### config.mk
export PLATFORM = sky130hd
export DESIGN_NAME = cnn_layer_sequencer
export DESIGN_NICKNAME = d
export VERILOG_FILES = /design/src/rtl/cnn_layer_sequencer.sv
export SDC_FILE = /design/constraint.sdc
export NUM_CORES = 1
export LEC_CHECK = 0
export BUFFER_PORTS_ARGS = -buffer_cell sky130_fd_sc_hd__buf_4
export CORE_ASPECT_RATIO = 0.8
export CORE_MARGIN = 3
export CORE_UTILIZATION = 35
export DETAILED_ROUTE_END_ITERATION = 12
export HOLD_SLACK_MARGIN = 0.08
export SLEW_MARGIN = 20
export SYNTH_ARGS = -nofsm -noshare
export SYNTH_HDL_FRONTEND = slang
export SYNTH_SLANG_ARGS = --single-unit
### constraint.sdc
create_clock -name clk -period 8.8 [get_ports clk]
set_input_delay 1.76 -clock clk [delete_from_list [all_inputs] [get_ports clk]]
set_output_delay 1.76 -clock clk [all_outputs]
set_load 0.05 [all_outputs]
### src/rtl/cnn_layer_sequencer.sv
// rtl/cnn_layer_sequencer.sv - runs enabled CNN layer engines in order with timeout/abort
// A run walks idx from 0 to N_LAYERS, handshaking each enabled engine in turn.
module cnn_layer_sequencer #(
  parameter int N_LAYERS = 3,
  parameter int IDX_W    = 2,
  parameter int TO_W     = 16
) (
  input  logic                clk,
  input  logic                rst_n,
  input  logic                start,
  input  logic                abort,
  input  logic [N_LAYERS-1:0] layer_mask,
  input  logic [TO_W-1:0]     timeout_cycles,
  output logic [N_LAYERS-1:0] lyr_valid,
  input  logic [N_LAYERS-1:0] lyr_ready,
  output logic                busy,
  output logic                done,
  output logic [1:0]          err_code,
  output logic [IDX_W-1:0]    err_layer,
  output logic [IDX_W-1:0]    cur_layer,
  output logic [31:0]         cycle_cnt
);

  localparam int NI = 2 ** IDX_W;

  typedef enum logic [1:0] {IDLE, SEEK, RUN, DONE} state_t;

  state_t              state, state_nx;
  logic [N_LAYERS-1:0] mask_q;
  logic [TO_W-1:0]     to_q;
  logic [TO_W-1:0]     wait_cnt;
  logic [IDX_W-1:0]    idx;
  logic [NI-1:0]       mask_ext;
  logic [NI-1:0]       ready_ext;
  logic [N_LAYERS-1:0] idx_onehot;
  logic                at_end;
  logic                sel_en;
  logic                sel_ready;
  logic                tmo;

  // Zero-padding lets idx == N_LAYERS index safely as a disabled, never-ready slot.
  assign mask_ext  = {{(NI-N_LAYERS){1'b0}}, mask_q};
  assign ready_ext = {{(NI-N_LAYERS){1'b0}}, lyr_ready};
  assign at_end    = (idx == IDX_W'(N_LAYERS));
  assign sel_en    = mask_ext[idx];
  assign sel_ready = ready_ext[idx];
  assign tmo       = (to_q != '0) && (wait_cnt == to_q - TO_W'(1));
  assign cur_layer = idx;

  always_comb begin
    idx_onehot = '0;
    for (int i = 0; i < N_LAYERS; i++) begin
      idx_onehot[i] = (idx == IDX_W'(i));
    end
  end

  always_ff @(posedge clk or negedge rst_n) begin
    if (!rst_n) begin
      state <= IDLE;
    end else begin
      state <= state_nx;
    end
  end

  always_comb begin
    state_nx = state;
    case (state)
      IDLE: if (start && !abort) state_nx = SEEK;
      SEEK: begin
        if (abort || at_end) state_nx = DONE;
        else if (sel_en)     state_nx = RUN;
      end
      RUN: begin
        if (abort)          state_nx = DONE;
        else if (sel_ready) state_nx = SEEK;
        else if (tmo)       state_nx = DONE;
      end
      DONE:    state_nx = IDLE;
      default: state_nx = IDLE;
    endcase
  end

  always_comb begin
    busy = (state != IDLE);
    done = (state == DONE);
  end

  always_ff @(posedge clk or negedge rst_n) begin
    if (!rst_n) begin
      mask_q    <= '0;
      to_q      <= '0;
      wait_cnt  <= '0;
      idx       <= '0;
      lyr_valid <= '0;
      err_code  <= 2'b00;
      err_layer <= '0;
      cycle_cnt <= '0;
    end else begin
      if (state != IDLE && cycle_cnt != '1) begin
        cycle_cnt <= cycle_cnt + 32'd1;
      end
      case (state)
        IDLE: begin
          if (start && !abort) begin
            mask_q    <= layer_mask;
            to_q      <= timeout_cycles;
            idx       <= '0;
            err_code  <= 2'b00;
            cycle_cnt <= '0;
          end
        end
        SEEK: begin
          if (abort) begin
            err_code  <= 2'b10;
            err_layer <= idx;
            lyr_valid <= '0;
          end else if (!at_end) begin
            if (sel_en) begin
              lyr_valid <= idx_onehot;
              wait_cnt  <= '0;
            end else begin
              idx <= idx + IDX_W'(1);
            end
          end
        end
        RUN: begin
          // Abort outranks ready, and ready outranks timeout.
          if (abort) begin
            err_code  <= 2'b10;
            err_layer <= idx;
            lyr_valid <= '0;
          end else if (sel_ready) begin
            lyr_valid <= '0;
            idx       <= idx + IDX_W'(1);
          end else if (tmo) begin
            err_code  <= 2'b01;
            err_layer <= idx;
            lyr_valid <= '0;
          end else begin
            wait_cnt <= wait_cnt + TO_W'(1);
          end
        end
        default: ;
      endcase
    end
  end

endmodule

==> Word-level counts from Yosys, hierarchy flattened <==
Cells that the tools add are included.
{ "totals": {"inputBits": 26, "word_cells": 101, "reg_bits": 78, "out_inout_bits": 43} }
{ "classes": {"order_cmp": 1, "addsub": 4, "n_eq_ne": 24, "n_reduce_logical": 18, "n_mux": 45} }
{ "op_table": {"columns": ["op", "n"], "rows": [
  ["16-bit 2-to-1 mux", 6],
  ["32-bit 2-to-1 mux", 3],
  ["2-bit 2-to-1 mux", 20],
  ["32-bit by 1-bit adder with 32-bit output (second input constant)", 1],
  ["32-bit inequality test (second input constant)", 1],
  ["16-bit case mux with 2 select lines", 1],
  ["2-bit inequality test (second input constant)", 10],
  ["3-bit 2-to-1 mux", 6],
  ["16-bit by 1-bit adder with 16-bit output (second input constant)", 1],
  ["16-bit equality test", 1],
  ["16-bit nonzero test", 1],
  ["16-bit by 1-bit subtractor with 16-bit output (second input constant)", 1],
  ["3-bit inequality test (second input constant)", 5],
  ["7-bit AND reduction", 2],
  ["2-bit case mux with 3 select lines", 2],
  ["2-bit equality test (second input constant)", 4],
  ["2-bit case mux with 4 select lines", 1],
  ["4-bit AND reduction", 2],
  ["3-bit case mux with 2 select lines", 1],
  ["5-bit AND reduction", 1],
  ["1-bit binary-select mux with 2-bit select", 2],
  ["2-bit by 1-bit equality test with 1-bit output (second input constant)", 2],
  ["2-bit zero test", 2],
  ["4-bit inequality test (second input constant)", 1],
  ["other kinds (11)", 15]
]} }

==> Logic depth before layout (Yosys ltp) <==
{ "logic_depth": {"word_depth": 7, "mapped_depth": 11, "mapped_depth_nobuf": 9} }

==> Worst setup path after synthesis <==
Ideal clock, no wire load.
{ "synth_path": {"kind": "input port to flip-flop", "from": "input port lyr_ready[1]", "to": "register wait_cnt[11]", "t_arrival_ps": 3060, "setup_time_ps": 111, "path_stages": 6, "setup_slack_ps": 5629, "path_buffers": 1, "path_cell_list": "mux2i_1 -> o22a_1 -> clkbuf_1 -> nand2_1 -> o41a_1 -> a2111oi_2"} }
{ "synth_between": {"elab_chain_cells": 4} }
{ "synth_lines": {"columns": ["item", "line_no", "rtl"], "rows": [
  ["start: declaration", "15", "input logic [N_LAYERS-1:0] lyr_ready,"],
  ["1-bit binary-select mux with 2-bit select", "46", "assign sel_ready = ready_ext[idx];"],
  ["1-bit 2-to-1 mux (implied by the code)", "46", null],
  ["2-bit inequality test (no source line)", null, null],
  ["7-bit AND reduction (no source line)", null, null],
  ["end signal: assignment", "140", "wait_cnt <= wait_cnt + TO_W'(1);"],
  ["end: declaration", "31", "logic [TO_W-1:0] wait_cnt;"]
]} }
Every way passes these cells. The select of a mux whose other input is x is not followed.
A chain may end at the register's enable or synchronous reset.

==> Final worst setup path <==
{ "layout_path": {"from": "register state[0]", "to": "register wait_cnt[5]"} }
{ "layout_between": {"elab_chain_cells": 3, "word_cells_on_any_way": 11} }
{ "layout_lines": {"columns": ["item", "line_no", "rtl"], "rows": [
  ["start: declaration", "28", "state_t state, state_nx;"],
  ["start signal: assignment", "61", "state <= state_nx;"],
  ["2-bit equality test / 2-bit by 1-bit equality test with 1-bit output (equally long branches)", "102", "case (state)"],
  ["2-bit inequality test (no source line) / 2-bit nonzero test (equally long branches)", null, null],
  ["7-bit AND reduction (no source line)", null, null]
]} }
Parallel ways exist; a longest one is shown, timed or not.

==> metrics <==
most frequently used flop master after synthesis=dfrtp_1; FFs w/ async S/R, synth=100%; Yosys top cell by area=dfrtp_1; share of cells above drive strength 1=16.5%; area delta synth->final=19.0%; Yosys top cell area share=40.0%; Seq cells post-synth=78; Final HPWL DP=8650 um; CP max FO=23; largest net degree at the start of global routing=79; Setup Total Neg Slack=0 ns; FF-to-FF Start=state[0]$_DFFE_PN0P_; Worst-Margin Slew=0.951 ns; Final Hold Fails=0; Clock Path Buffers=2; CP Data Required Time=9.02 ns; row count=37; number of global-route vias before repair=4,068; routability cong.=0.824; Setup crit start kind=flop; clk slew on worst S/H paths=0.06 ns; initial antenna violation count=0; Peak Freq=0.271 GHz; drt pass-1 iters=5; number of port buffers=68; RSZ-0062 raised after global routing=false; WL final=12,300 um; Hold Buf Count CTS=0; H-tree depth=3; Final Power=2.08 mW; slowest stage delay, CP=0.68 ns; CTS tree=built; grt total ovfl=0; floorplan core area=13,200 um2; PostCTS Resize Cnt=0; clock insertion delay at the later pin of the skew report=0.34 ns; clk sink count=78; via count=4,329; Max Cap Viol=0; Slowest-stage cell, CP=ha_1; dpl cells=788; CP Class=flop to flop; syn nets=607; Cells after Synth=between 500 and 600; max-slew violations=0; minimum clock period=3.68 ns; Avg Cell Area, Syn=about 8.6 um2; Worst EP arrival=3.91 ns; diodes inserted=0; Lkg Pwr=2.52 nW; first-pass GRT wire length=20,700 um; run status=finished, final reports clean; Post-synth EDFFs=0; Setup Viol. Count Final=0; PD cells=between 300 and 400 nW/um2; Setup Skew=0.0114 ns; hold path startpoint=mask_q[0]$_DFFE_PN0P_; worst rel slew slack=36.5%; Post-Syn Area=4880 um2; Crit. End Element=flop; fin nets=661; I/O pin count=69; Tot GR Track Use=16.4%; Post-synth top cells=nand2_1 (113), dfrtp_1 (78), nor2_1 (50), xnor2_1 (23); Die X=138 um; drt wl/cell=15.3 um; crit share post-route=between 40% and 50%; die height=approximately 110 um; worst hold margin=roughly 0.47 ns; Starting Density=36.8%; Synth cell types=just under 70; CTS root buf=clkbuf_16; drt first-iter violations=288; drt via density=5.38; die area=roughly 15,000 um2; Setup Fix Bufs, Post-CTS=0; Critical Path, Cell by Cell=inv_1, ha_1, inv_1, nand2_1, o21ai_0, nand2_1, nor2_1, a2111oi_2; Post-DRT Antenna Nets=0; DRC=0; TritonCTS buffer count=9; Hold WC Path Type=flop to flop; Yosys Warn Count=0; Seq/Total Area, Yosys=40.0%; maximum vdd drop=roughly 180 uV; Critical Path Source=state[0]$_DFFE_PN0P_; final non-filler cell total=804; most common cell in the netlist=nand2_1; top cells by area, synth=dfrtp_1 (40%), nand2_1 (8.7%), xnor2_1 (4.1%), nor2_1 (3.8%), xor2_1 (3.2%)
## through the flow
step	utilization (%)	cell area (um2)	worst slack (ns)
5_1_grt	43.8	5800	4.73
3_5_place_dp	41.5	5500	5.02
2_1_floorplan	-	4880	5.63
4_1_cts	43.8	5800	5.14
6_report	43.8	5800	5.12
3_3_place_gp	41.4	5480	5.10
## report_power, final
part	internal, mW	switching [mW]
combinational	0.349	0.712
sequential	0.477	0.164
clock	0.222	0.157
total	1.05	1.03
## path summary, 6_finish.rpt
kind | to | slack, ns | cells past startpoint
setup / recovery | wait_cnt[5]$_DFFE_PN0P_ | 5.12 | 8
hold / removal | mask_q[0]$_DFFE_PN0P_ | 0.47 | 2
setup reg to reg | wait_cnt[5]$_DFFE_PN0P_ | 5.12 | 8
hold reg to reg | mask_q[0]$_DFFE_PN0P_ | 0.47 | 2
max in group asynchronous | cycle_cnt[22]$_DFF_PN0_ | 6.84 | 1
min in group asynchronous | err_code[0]$_DFFE_PN0P_ | 1.46 | 1
## area by class of cell
class | instances | area, um2
clock buffer | 10 | 229
fill | 1329 | 7440
inverter | 20 | 75.1
tap | 175 | 219
timing repair buffer | 71 | 549
clock inverter | 6 | 70.1
multi-input combinational | 444 | 2710
sequential | 78 | 1950
## logic make-up (layout without fill, tap and decap cells)
kind of cell | after synthesis | count (layout) | share of synthesized area [%]
xor+xnor | 41 | 41 | 7.36
mux | 10 | 10 | 2.10
flops | 78 | 78 | 40.0
compound gates | 87 | 87 | 13.4
simple gates | 295 | 295 | 29.6
buf+inv | 48 | 107 | 4.59
fa+ha+maj | 11 | 11 | 2.82
## registers in the layout (all words and copies together) (netlist names)
signal / cells
to_q: 16
lyr_valid: 3
cycle_cnt: 32
err_layer: 2
wait_cnt: 16
err_code: 2
mask_q: 3
state: 2
cur_layer: 2
## per-layer routing
metal  part of all wire, %  vias to the layer above  global-route usage, %
li1                      -                     2129                      -
met2                    44                      122                   24.0
met4                  0.59                        0                   2.83
met3                   5.7                        7                   3.88
met5                     0                        -                      0
met1                    50                     2071                   25.0
## cell usage in the layout, fill, tap and decap left out, types with 10 or more instances in the layout
| cell type | Yosys | layout |
|---|---|---|
| a21oi_1 | 14 | 14 |
| nor3_1 | 17 | 17 |
| nand4_1 | 18 | 18 |
| xnor2_1 | 23 | 23 |
| xor2_1 | 18 | 18 |
| nor4_1 | 14 | 14 |
| dfrtp_1 | 78 | 78 |
| nand3_1 | 20 | 20 |
| o21ai_0 | 16 | 16 |
| ha_1 | 11 | 11 |
| nor2_1 | 50 | 49 |
| and3_1 | 13 | 13 |
| buf_4 | 0 | 69 |
| nand2_1 | 113 | 113 |
| nand2b_1 | 10 | 10 |
| inv_1 | 20 | 20 |
## critical path: cells and delay by family, from the launching register on
family / cells / cell delay (ns)
adders and majority gates: 1 / 0.68
and+or+nand+nor: 3 / 1.29
AOI/OAI and AO/OA: 2 / 0.63
DFF: 1 / 0.41
buffers and inverters: 2 / 0.55
No activity file was read; power rests on OpenSTA's default activity.
